`config.mk`:
```
export PLATFORM = sky130hd
export DESIGN_NAME = aes_mix_columns_pipe
export DESIGN_NICKNAME = d
export VERILOG_FILES = /design/src/rtl/aes_mix_columns_pipe.sv
export SDC_FILE = /design/constraint.sdc
export NUM_CORES = 1
export LEC_CHECK = 0
export ABC_CLOCK_PERIOD_IN_PS = 4050
export CORE_MARGIN = 10
export CORE_UTILIZATION = 35
export CTS_CLUSTER_DIAMETER = 80
export DETAILED_ROUTE_END_ITERATION = 8
export PLACE_DENSITY = 0.55
export SETUP_SLACK_MARGIN = 0.4
export SYNTH_ARGS = -nofsm -noshare
export SYNTH_HDL_FRONTEND = slang
export SYNTH_SLANG_ARGS = --single-unit
```
`constraint.sdc`:
```
create_clock -name clk_i -period 4.05 [get_ports clk_i]
set_clock_uncertainty 0.15 [all_clocks]
set_input_delay 0.405 -clock clk_i [delete_from_list [all_inputs] [get_ports clk_i]]
set_output_delay 0.405 -clock clk_i [all_outputs]
set_load 0.005 [all_outputs]
```
`src/rtl/aes_mix_columns_pipe.sv`:
```
// Multi-lane pipelined AES MixColumns / InvMixColumns engine.
// The column transform is evaluated combinationally on the request and
// captured in stage 0; later stages only move the result along under a
// valid/ack handshake with full backpressure, flush and occupancy count.
module aes_mix_columns_pipe #(
    parameter int NumLanes   = 1,
    parameter int PipeStages = 2
) (
    input  logic                              clk_i,
    input  logic                              rst_ni,
    input  logic                              _ep_req_valid,
    output logic                              _ep_req_ack,
    input  logic [NumLanes*128+1:0]           _ep_req_0,
    output logic                              _ep_res_valid,
    input  logic                              _ep_res_ack,
    output logic [NumLanes*128:0]             _ep_res_0,
    input  logic                              _ep_flush_valid,
    output logic [$clog2(PipeStages+1)-1:0]   _ep_occ_0
);

    localparam int ResW = NumLanes * 128 + 1;
    localparam int OccW = $clog2(PipeStages + 1);

    // GF(2^8) doubling modulo x^8 + x^4 + x^3 + x + 1
    function automatic logic [7:0] xtime(input logic [7:0] a);
        return {a[6:0], 1'b0} ^ (a[7] ? 8'h1b : 8'h00);
    endfunction

    // Multiply by a 4-bit constant (covers 01, 02, 03, 09, 0b, 0d, 0e)
    function automatic logic [7:0] gf_mul(input logic [7:0] a, input logic [3:0] c);
        logic [7:0] x2;
        logic [7:0] x4;
        logic [7:0] x8;
        x2 = xtime(a);
        x4 = xtime(x2);
        x8 = xtime(x4);
        return (c[0] ? a : 8'h00) ^ (c[1] ? x2 : 8'h00) ^
               (c[2] ? x4 : 8'h00) ^ (c[3] ? x8 : 8'h00);
    endfunction

    // One column, row 0 in the low byte; inv selects the 0e/0b/0d/09 matrix
    function automatic logic [31:0] mix_column(input logic [31:0] col, input logic inv);
        logic [7:0] a0, a1, a2, a3;
        logic [3:0] k0, k1, k2, k3;
        logic [7:0] b0, b1, b2, b3;
        a0 = col[7:0];
        a1 = col[15:8];
        a2 = col[23:16];
        a3 = col[31:24];
        k0 = inv ? 4'he : 4'h2;
        k1 = inv ? 4'hb : 4'h3;
        k2 = inv ? 4'hd : 4'h1;
        k3 = inv ? 4'h9 : 4'h1;
        b0 = gf_mul(a0, k0) ^ gf_mul(a1, k1) ^ gf_mul(a2, k2) ^ gf_mul(a3, k3);
        b1 = gf_mul(a1, k0) ^ gf_mul(a2, k1) ^ gf_mul(a3, k2) ^ gf_mul(a0, k3);
        b2 = gf_mul(a2, k0) ^ gf_mul(a3, k1) ^ gf_mul(a0, k2) ^ gf_mul(a1, k3);
        b3 = gf_mul(a3, k0) ^ gf_mul(a0, k1) ^ gf_mul(a1, k2) ^ gf_mul(a2, k3);
        return {b3, b2, b1, b0};
    endfunction

    logic [1:0]               op;
    logic                     op_fwd;
    logic                     op_inv;
    logic [NumLanes*128-1:0]  mixed;
    logic [ResW-1:0]          xform;

    logic [PipeStages-1:0]    vld_q;
    logic [PipeStages-1:0]    vld_d;
    logic [PipeStages-1:0]    adv;
    logic [ResW-1:0]          data_q [PipeStages];
    logic [ResW-1:0]          data_d [PipeStages];
    logic [OccW-1:0]          occ_q;
    logic [OccW-1:0]          occ_d;
    logic                     in_ready;
    logic                     req_ack;

    assign op     = _ep_req_0[1:0];
    assign op_fwd = (op == 2'b01);
    assign op_inv = (op == 2'b10);

    for (genvar l = 0; l < NumLanes; l++) begin : g_lane
        for (genvar c = 0; c < 4; c++) begin : g_col
            assign mixed[128*l+32*c +: 32] = mix_column(_ep_req_0[2+128*l+32*c +: 32], op_inv);
        end
    end

    // Illegal op still produces a transaction, but with zeroed data and err set
    always_comb begin
        xform = '0;
        if (op_fwd || op_inv) begin
            xform = {mixed, 1'b0};
        end else begin
            xform = {{(NumLanes*128){1'b0}}, 1'b1};
        end
    end

    // Advance chain: a stage moves when it is valid and the one below can take it
    always_comb begin
        logic down_adv;
        logic a_k;
        adv      = '0;
        down_adv = _ep_res_ack;
        for (int k = PipeStages - 1; k >= 0; k--) begin
            a_k      = vld_q[k] && down_adv;
            adv[k]   = a_k;
            down_adv = !vld_q[k] || a_k;
        end
    end

    assign in_ready = !vld_q[0] || adv[0];
    assign req_ack  = rst_ni && _ep_req_valid && in_ready && !_ep_flush_valid;

    // Next-state of every stage; flush wins over advancement and clears data too
    always_comb begin
        vld_d  = vld_q;
        data_d = data_q;
        occ_d  = '0;
        if (_ep_flush_valid) begin
            vld_d = '0;
            for (int k = 0; k < PipeStages; k++) begin
                data_d[k] = '0;
            end
        end else begin
            for (int k = PipeStages - 1; k >= 1; k--) begin
                if (adv[k-1]) begin
                    vld_d[k]  = 1'b1;
                    data_d[k] = data_q[k-1];
                end else if (adv[k]) begin
                    vld_d[k]  = 1'b0;
                    data_d[k] = '0;
                end
            end
            if (req_ack) begin
                vld_d[0]  = 1'b1;
                data_d[0] = xform;
            end else if (adv[0]) begin
                vld_d[0]  = 1'b0;
                data_d[0] = '0;
            end
        end
        for (int k = 0; k < PipeStages; k++) begin
            occ_d = occ_d + OccW'(vld_d[k]);
        end
    end

    // Stage registers and occupancy; reset discards everything in flight
    always_ff @(posedge clk_i) begin
        if (!rst_ni) begin
            vld_q <= '0;
            occ_q <= '0;
            for (int k = 0; k < PipeStages; k++) begin
                data_q[k] <= '0;
            end
        end else begin
            vld_q <= vld_d;
            occ_q <= occ_d;
            for (int k = 0; k < PipeStages; k++) begin
                data_q[k] <= data_d[k];
            end
        end
    end

    assign _ep_req_ack   = req_ack;
    assign _ep_res_valid = vld_q[PipeStages-1];
    assign _ep_res_0     = data_q[PipeStages-1];
    assign _ep_occ_0     = occ_q;

endmodule

```
# After elaboration in Yosys (flattened, before gate mapping)
# Cells that the tools add are included.
op_classes:
  addsub: 1
  multipliers: 0
  n_div: 0
  order_cmp: 0
  n_eq_ne: 2
  shift: 0
  mux: 318
  n_bitwise: 289
  n_reduce_logical: 14
op_table:
  columns: ["operator", "count"]
  rows:
  - ["two-way mux 8 bit", 256]
  - ["XOR 8 bit", 244]
  - ["two-way mux 129 bit", 5]
  - ["XOR 8 x 5 -> 8 bit", 44]
  - ["two-way mux 5 bit", 48]
  - ["two-way mux 4 bit", 4]
  - ["logical AND 1 bit", 5]
  - ["two-way mux 1 bit", 4]
  - ["nonzero test 2 bit", 2]
  - ["zero test 1 bit", 3]
  - ["logical OR 1 bit", 3]
  - ["adder 1 x 1 -> 2 bit", 1]
  - ["== test 2 x 1 -> 1 bit (second input constant)", 1]
  - ["== test 2 bit (second input constant)", 1]
  - ["two-way mux 2 bit", 1]
  - ["OR reduction 2 bit", 1]
  - ["NOT 1 bit", 1]
word_totals:
  ff_bits: 262
  latchBits: 0
  ramBits: 0
  mem_bits_ro: 0
  inputBits: 135
  output_inout_bits: 133
  elab_cells: 628
  mem_count: 0

# Depth between registers and ports, before layout
# Gate-level depths: netlist (run 1).
logic_depth:
  ltp_word: 13
  ltp_mapped: 11
  depth_no_buf: 9

# Worst setup path before layout (run 1)
# Ideal clock, no wire load.
synth_path:
  path_kind: "input-to-reg"
  from: "input _ep_req_0[127]"
  to: "register data_q[238] (netlist name)"
  setup_time_ns: 0.117
  arrival_ns: 2.255
  required_time_ns: 3.783
  slack_ns: 1.528
  stages: 8
  path_buffers: 1
  cell_sequence: "buf_2 xor2_4 xnor2_1 xnor3_1 nand2_1 xnor3_1 xnor2_1 a22o_1"
synth_between:
  elab_chain_len: 10
synth_lines:
  columns: ["item", "line_no", "rtl"]
  rows:
  - ["start: declaration", "13", "input logic [NumLanes*128+1:0] _ep_req_0,"]
  - ["XOR 8 x 5 -> 8 bit", "26", "return {a[6:0], 1'b0} ^ (a[7] ? 8'h1b : 8'h00);"]
  - ["XOR 8 bit", "26", null]
  - ["two-way mux 5 bit", "26", null]
  - ["XOR 8 x 5 -> 8 bit", "26", null]
  - ["two-way mux 8 bit", "38", "(c[2] ? x4 : 8'h00) ^ (c[3] ? x8 : 8'h00);"]
  - ["XOR 8 bit", "38", null]
  - ["XOR 8 bit (2 in a row)", "55", "b1 = gf_mul(a1, k0) ^ gf_mul(a2, k1) ^ gf_mul(a3, k2) ^ gf_mul(a0, k3);"]
  - ["two-way mux 129 bit", "90", "if (op_fwd || op_inv) begin"]
  - ["two-way mux 129 bit", "133", "if (req_ack) begin"]
  - ["end signal: indexed assignment", "158", "data_q[k] <= data_d[k];"]
  - ["end: declaration", "70", "logic [ResW-1:0] data_q [PipeStages];"]
# No other way between the ends.
# A chain may end at the register's enable or synchronous reset.

# Worst setup path in the final report (run 1)
layout_path:
  from: "input rst_ni"
  to: "output _ep_req_ack"
layout_between:
  elab_chain_len: 3
layout_lines:
  columns: ["item", "line_no", "rtl"]
  rows:
  - ["start: declaration", "10", "input logic rst_ni,"]
  - ["logical AND 1 bit (3 in a row)", "111", "assign req_ack = rst_ni && _ep_req_valid && in_ready && !_ep_flush_valid;"]
  - ["end: declaration", "12", "output logic _ep_req_ack,"]
# No other way between the ends.

==> results of run 1 <==
-- per-layer routing --
layer,track usage (%),share of wire (%)
met4,4.336,2.0
met1,23.28,45
met3,4.205,5.4
met5,0,0.039
met2,30.13,47
-- worst min-delay path: cells and delay by family (launching register included) --
| kind | cells | cell delay (ns) |
|---|---|---|
| flops | 1 | 0.30 |
| simple gates | 1 | 0.05 |
| compound gates | 1 | 0.05 |
-- flip-flops by register name, indices dropped and copies added, names as in the netlist --
register,count
_ep_occ_0,2
_ep_res_0,129
data_q,129
vld_q,2
-- worst paths after layout --
| check | start | slack [ns] | to |
|---|---|---|---|
| setup / recovery | rst_ni | 0.99 | _ep_req_ack |
| hold / removal | data_q[232] | 0.30 | data_q[232] |
| setup reg to reg | vld_q[1] | 1.57 | data_q[143] |
| hold reg to reg | data_q[232] | 0.30 | data_q[232] |
-- cells by family after synthesis --
family                     share of synthesized area (%)
and+or+nand+nor                                    8.027
AOI/OAI and AO/OA                                  10.82
DFF                                                27.67
adders and majority gates                         0.1981
muxes                                             0.4026
xor gates and xnor gates                           44.05
buffers and inverters                              8.832
-- power by group through the flow --
stage	Combinational [uW]	Sequential (uW)	Clock (uW)
after floorplan	2510	2710	0
after global placement	3250	2720	0
after detailed placement	3250	2720	0
after CTS	3270	2670	3030
after global routing	3500	2670	3120
final	3250	2670	2910
-- area by class of cell --
type | instances | area share [%]
Inverter | 2 | 0.03360
Timing Repair Buffer | 306 | 13.66
Tap cell | 696 | 3.898
Multi-Input combinational cell | 1484 | 54.14
Clock buffer | 43 | 4.139
Sequential cell | 262 | 23.48
Clock inverter | 16 | 0.6496
-- cells in the mapped netlist (all sizes together) --
| library cell | instances | area share (%) |
|---|---|---|
| mux2 | 2 | 0.14 |
| a21oi | 18 | 0.48 |
| nand3 | 2 | 0.053 |
| a22oi | 196 | 7.8 |
| buf | 183 | 6.6 |
| and3 | 1 | 0.033 |
| dfxtp | 262 | 28 |
| nand3b | 4 | 0.16 |
| nor2 | 223 | 4.5 |
| o31ai | 1 | 0.040 |
| inv | 2 | 0.040 |
| a32o | 1 | 0.053 |
| a22o | 51 | 2.4 |
| nand2 | 121 | 2.4 |
| and2 | 8 | 0.26 |
| nand2b | 9 | 0.34 |
| xnor3 | 54 | 6.4 |
| or3 | 1 | 0.033 |
| nor2b | 6 | 0.20 |
| xnor2 | 565 | 27 |
| ha | 3 | 0.20 |
| xor2 | 189 | 9.0 |
| xor3 | 16 | 2.0 |
| or2 | 1 | 0.033 |
| clkbuf | 108 | 2.1 |
| o21ai | 5 | 0.13 |
| mux2i | 5 | 0.26 |
| nor3 | 2 | 0.053 |
-- metrics by stage --
| stage | instances | util (%) | setup WS [ns] |
|---|---|---|---|
| final | 2809 | 41.60 | 0.9900 |
| after global routing | 2809 | 41.60 | 0.7956 |
| after CTS | 2809 | 41.60 | 0.9679 |
| after detailed placement | 2750 | 39.61 | 0.6325 |
| after global placement | 2750 | 39.61 | 0.6051 |
| after floorplan | 2039 | - | 1.528 |
==> out/qor.yml, run 1 <==
critPathMaxFanout: 6
htreeDepth: 2
multiInputGateArea_sq_mm: 0.01210
syn_area_per_cell_sq_um: 9.296
drtIter0Drc: 799
swShare_pct: 32.55
diodes: 0
vias: 13530
gr-total-overflow: 0
fin_tns_setup_ns: 0
drt_wl_total_um: 58610
layout_common_cells: "xnor2_1, clkdlybuf4s50_1, dfxtp_1, nor2_1, a22oi_1"
holdBufCountCts: 0
status: "finished, final reports clean"
path_class: "primary input to output port"
critical-path-max-stage-delay_ns: 0.69
vdd_drop_max_uv: 236.2
whs_ns: 0.3014
ys_ff_latch: 262
ioPinCount: 268
drv_slew: 0
nets: 2228
period_minus_slack_ns: 3.060
layout-drive-gt1-share_pct: 6.010
placed_cell_area_sq_mm: 0.02127
clk_latency_ns: 0.54
p_seq_share_pct: 30.2
dieWidth_um: 252.7
ant_nets: 0
final_cell_area_sq_mm: 0.02234
finalHoldViolations: 0
cts_made_buffers: 34
grt_start_max_net_pins: 131
rows: 85
p_per_area_mw_per_mm2: 395.1
cts_resized: 0
place_congestion: 0.8915
fill_cells: 5231
syn_inst: 2039
switchingPower_uw: 2873
total_power_uw: 8827
clockRootBuffer: "clkbuf_16"
path_buf_inv: 2
clkPwrFrac_pct: 33.0
placeableCoreArea_sq_mm: 0.05371
io_buffers: 267
intPower_uw: 5954
viasPerCell: 4.817
worstHoldPathType: "register to register"
seq_area_sq_mm: 0.005245
post_cts_buffers: 0
syn_nets: 2177
synthToLayoutAreaGrowth_pct: 17.87
drt_pre_antenna_iters: 5
synth_area_sq_mm: 0.01895
pwr-share-comb_pct: 36.8
antenna_found_initial: 2
path_clk_slew_ns: 0.05
critPathLaunchType: "primary input"
seq_area_frac_synth_pct: 27.67
ys.warnings.count: 0
p_leak_uw: 0.007861
cts_tree: "built"
critPathArrivalTime_ns: 2.51
max-cap-violations: 0
setup_viol: 0
final_common_cell: "xnor2_1"
end_kind: "output port"
grt_first_pass_wirelength_um: 89410
initial_utilization_pct: 35.29
drc_errors: 0
rsz0062_at_grt: "no"
die_height_um: 252.7
r2r_cells: 6
fmax_mhz: 326.8
tightest_slew_ns: 1.065
fin_crit_sh_pct: 75.56
hold_depth: 2
wl_per_cell_um: 20.87
cp.depth: 5
required_ns: 3.49
clockBufferDepth: 3
cts_sinks: 262
relSlewSlack_pct: 28.97
grt.total_usage_pct: 18.11
cp_top_family: "buffers and inverters"
hpwl_um: 43700
path_cells: "clkdlybuf4s50_1 -> nor2b_1 -> and2_1 -> and2_1 -> clkdlybuf4s50_1"
synth.distinct_cells: 43
die_area_sq_mm: 0.06386
critPathSlowestCell: "clkdlybuf4s50_1"
first_global_vias: 14147
No activity file was read; power rests on OpenSTA's default activity.
==> run 2: changes to the inputs <==
--- a/config.mk
+++ b/config.mk
@@ -5,12 +5,12 @@
 export SDC_FILE = /design/constraint.sdc
 export NUM_CORES = 1
 export LEC_CHECK = 0
-export ABC_CLOCK_PERIOD_IN_PS = 4050
+export ABC_CLOCK_PERIOD_IN_PS = 2500
 export CORE_MARGIN = 10
 export CORE_UTILIZATION = 35
 export CTS_CLUSTER_DIAMETER = 80
 export DETAILED_ROUTE_END_ITERATION = 8
-export PLACE_DENSITY = 0.55
+export PLACE_DENSITY = 0.57
 export SETUP_SLACK_MARGIN = 0.4
 export SYNTH_ARGS = -nofsm -noshare
 export SYNTH_HDL_FRONTEND = slang
==> constraint.sdc (replaced) <==
create_clock -name clk_i -period 2.5 [get_ports clk_i]
set_clock_uncertainty 0.15 [all_clocks]
set_input_delay 0.25 -clock clk_i [delete_from_list [all_inputs] [get_ports clk_i]]
set_output_delay 0.25 -clock clk_i [all_outputs]
set_load 0.005 [all_outputs]
==> run 2 against run 1 <==
Effect of this change:
- combinational power increased by 110%
- non-clock buffer count increased by 416
- register-to-register slack got worse by 0.94 ns
- sequential cell count unchanged
- hold slack got worse by 0.052 ns
- largest power group unchanged
- highest routed layer is now met4
==> out/qor.yml, run 2 (synthesized netlist as in run 1, its figures left out) <==
drv_slew: 0  # unchanged
cts_sinks: 262  # unchanged
antenna_found_initial: 1  # was 2
initial_utilization_pct: 35.29  # unchanged
cts_tree: "built"  # unchanged
cp-endpoint: "data_q[237]"  # was _ep_req_ack
end_kind: "register"  # was output port
critPathSlowestCell: "clkdlybuf4s50_1"  # unchanged
drt_wl_total_um: 62250  # was 58610 um
multiInputGateArea_sq_mm: 0.01312  # was 0.01210 sq mm
critPathArrivalTime_ns: 2.34  # was 2.51 ns
vias: 14988  # was 13.53k
fin_crit_sh_pct: 82.90
critPathMaxFanout: 3  # was 6
total_power_uw: 16060  # was 8827 uW
path_buf_inv: 1  # was 2
whs_ns: 0.2494  # was 0.3014 ns
vdd_drop_max_uv: 364.4  # was 236.2 uV
place_congestion: 0.9201  # was 0.8915
drt_pre_antenna_iters: 5  # unchanged
dieWidth_um: 252.7  # unchanged
clk_latency_ns: 0.54  # about the same
cts_made_buffers: 34  # unchanged
viasPerCell: 4.645  # was 4.817
relSlewSlack_pct: 63.89  # was 28.97%
diodes: 0  # unchanged
layout_common_cells: "xnor2_1, buf_4, dfxtp_1, nor2_1, clkdlybuf4s50_1"  # was xnor2_1, clkdlybuf4s50_1, dfxtp_1, nor2_1, a22oi_1
placeableCoreArea_sq_mm: 0.05371  # unchanged
wl_per_cell_um: 19.29  # was 20.87 um
final_common_cell: "xnor2_1"  # unchanged
rows: 85  # unchanged
nets: 2644  # was 2228
cp_top_family: "XOR/XNOR gates"  # was buffers and inverters
rsz0062_at_grt: "yes"  # was no
drc_errors: 0  # unchanged
tightest_slew_ns: 0.5416  # was 1.065 ns
die_area_sq_mm: 0.06386  # unchanged
fill_cells: 4906  # was 5231
ant_nets: 0  # unchanged
grt_start_max_net_pins: 83  # was 131
clockRootBuffer: "clkbuf_16"  # unchanged
path_class: "primary input to register"  # was primary input to output port
p_leak_uw: 0.01069  # was 0.007861 uW
r2r_cells: 7  # was 6
path_cells: "clkdlybuf4s50_1 -> xor3_2 -> xnor3_2 -> xor2_2 -> nor2_4 -> or2_2 -> a32o_1"  # was clkdlybuf4s50_1 -> nor2b_1 -> and2_1 -> and2_1 -> clkdlybuf4s50_1
finalHoldViolations: 0  # unchanged
reg2reg_slack_ns: 0.63  # was 1.57 ns
worstReg2RegEnd: "_ep_res_0[66]"  # was data_q[143]
critPathLaunchType: "primary input"  # unchanged
critical-path-max-stage-delay_ns: 0.54  # was 0.69 ns
max-cap-violations: 0  # unchanged
grt_first_pass_wirelength_um: 94370  # was 89410 um
p_per_area_mw_per_mm2: 597.8  # was 395.1 mW/mm^2
dr_wl_met2_um: 30750  # was 27700 um
clockBufferDepth: 3  # unchanged
cp.depth: 7  # was 5
seq_area_sq_mm: 0.005250  # was 0.005245 sq mm
period_minus_slack_ns: 2.072
grt.total_usage_pct: 19.07  # was 18.11%
wl_met3_um: 2471  # was 3171 um
holdBufCountCts: 0  # unchanged
htreeDepth: 2  # unchanged
top_layer: "met4"  # was met5
cp-startpoint: "_ep_req_0[106]"  # was rst_ni
first_global_vias: 15600  # was 14.15k
required_ns: 2.77  # was 3.49 ns
io_buffers: 267  # unchanged
worstHoldPathType: "primary input to register"  # was register to register
ioPinCount: 268  # unchanged
die_height_um: 252.7  # unchanged
status: "finished, final reports clean"  # unchanged
hpwl_um: 49240  # was 43700 um
gr-total-overflow: 0  # unchanged
r2r-start: "vld_q[1]"  # unchanged
drt-met1-wl_um: 27340  # was 26560 um
path_clk_slew_ns: 0.06  # was 0.05 ns
setup_viol: 0  # unchanged
synthToLayoutAreaGrowth_pct: 41.78  # was 17.87%
fmax_mhz: 482.5
drtIter0Drc: 708  # was 799
layout-drive-gt1-share_pct: 26.91  # was 6.010%
==> run 2: changes by cell type in the layout (fill, tap and decap cells not counted), sizes merged, moves of 2 or more <==
cell / previous run / this run
buf: 39 / 455
clkbuf: 43 / 52
clkinv: 8 / 6
bufinv: 1 / 4
dlygate4sd2: 0 / 13
dlymetal6s2s: 0 / 27
clkdlybuf4s50: 267 / 219
==> run 2: per-stage QoR <==
stage | instances | util [%] | setup TNS, ns | area (sq um) | worst slack, ns
2_1_floorplan | 2039 | - | 0 | 19350 | 0.2487
3_3_place_gp | 3135 | 45.86 | -18.07 | 24630 | -0.3807
3_5_place_dp | 3135 | 45.86 | -20.15 | 24630 | -0.3800
4_1_cts | 3213 | 48.77 | 0 | 26190 | 0.3613
6_report | 3227 | 50.04 | 0 | 26870 | 0.4276
5_1_grt | 3227 | 50.04 | 0 | 26870 | 0.3305
==> run 2: how the worst min path moves through the flow <==
stage                  startpoint      endpoint  slack [ns]  depth (start not counted)
floorplan                  rst_ni  _ep_occ_0[0]        0.22                          1
global placement      data_q[248]   data_q[248]        0.30                          2
detailed placement    data_q[248]   data_q[248]        0.30                          2
CTS                  _ep_req_0[1]   data_q[129]        0.26                          5
global route        _ep_req_0[31]   data_q[160]        0.28                          5
finish              _ep_req_0[31]   data_q[160]        0.25                          5
==> run 2: area by class of cell <==
cell class / count / share of cell area [%]
multi-input combinational: 1484 / 48.83
timing repair buffer: 722 / 24.04
sequential: 262 / 19.54
clock buffer: 44 / 3.497
tap: 696 / 3.241
clock inverter: 17 / 0.8194
inverter: 2 / 0.04190
==> run 2: per-layer routing <==
metal / global-route usage, % / vias to the layer above
met5: 0 / -
met4: 5.540 / 0
met3: 3.074 / 76
met2: 33.04 / 291
met1: 23.93 / 7185
li1: - / 7436
==> run 2: timing repair <==
| action | 4_1_cts | 5_1_grt |
|---|---|---|
| resized for setup | 77 | 122 |
| pin swaps | 28 | 73 |
| setup endpoints to repair | 74 | 83 |
| setup buffers | 17 | 14 |
==> run 2: tightest hold or removal path: cells and delay by family <==
| family | cells | cell delay, ns |
|---|---|---|
| compound gates | 1 | 0.12 |
| buf+inv | 2 | 0.26 |
| xor+xnor | 2 | 0.26 |
==> run 2: power by group <==
part | internal (uW) | leakage, uW | switching [uW]
Combinational | 3660 | 0.00802 | 3010
Sequential | 4260 | 0.00211 | 56.6
Clock | 3100 | 0.000562 | 1980
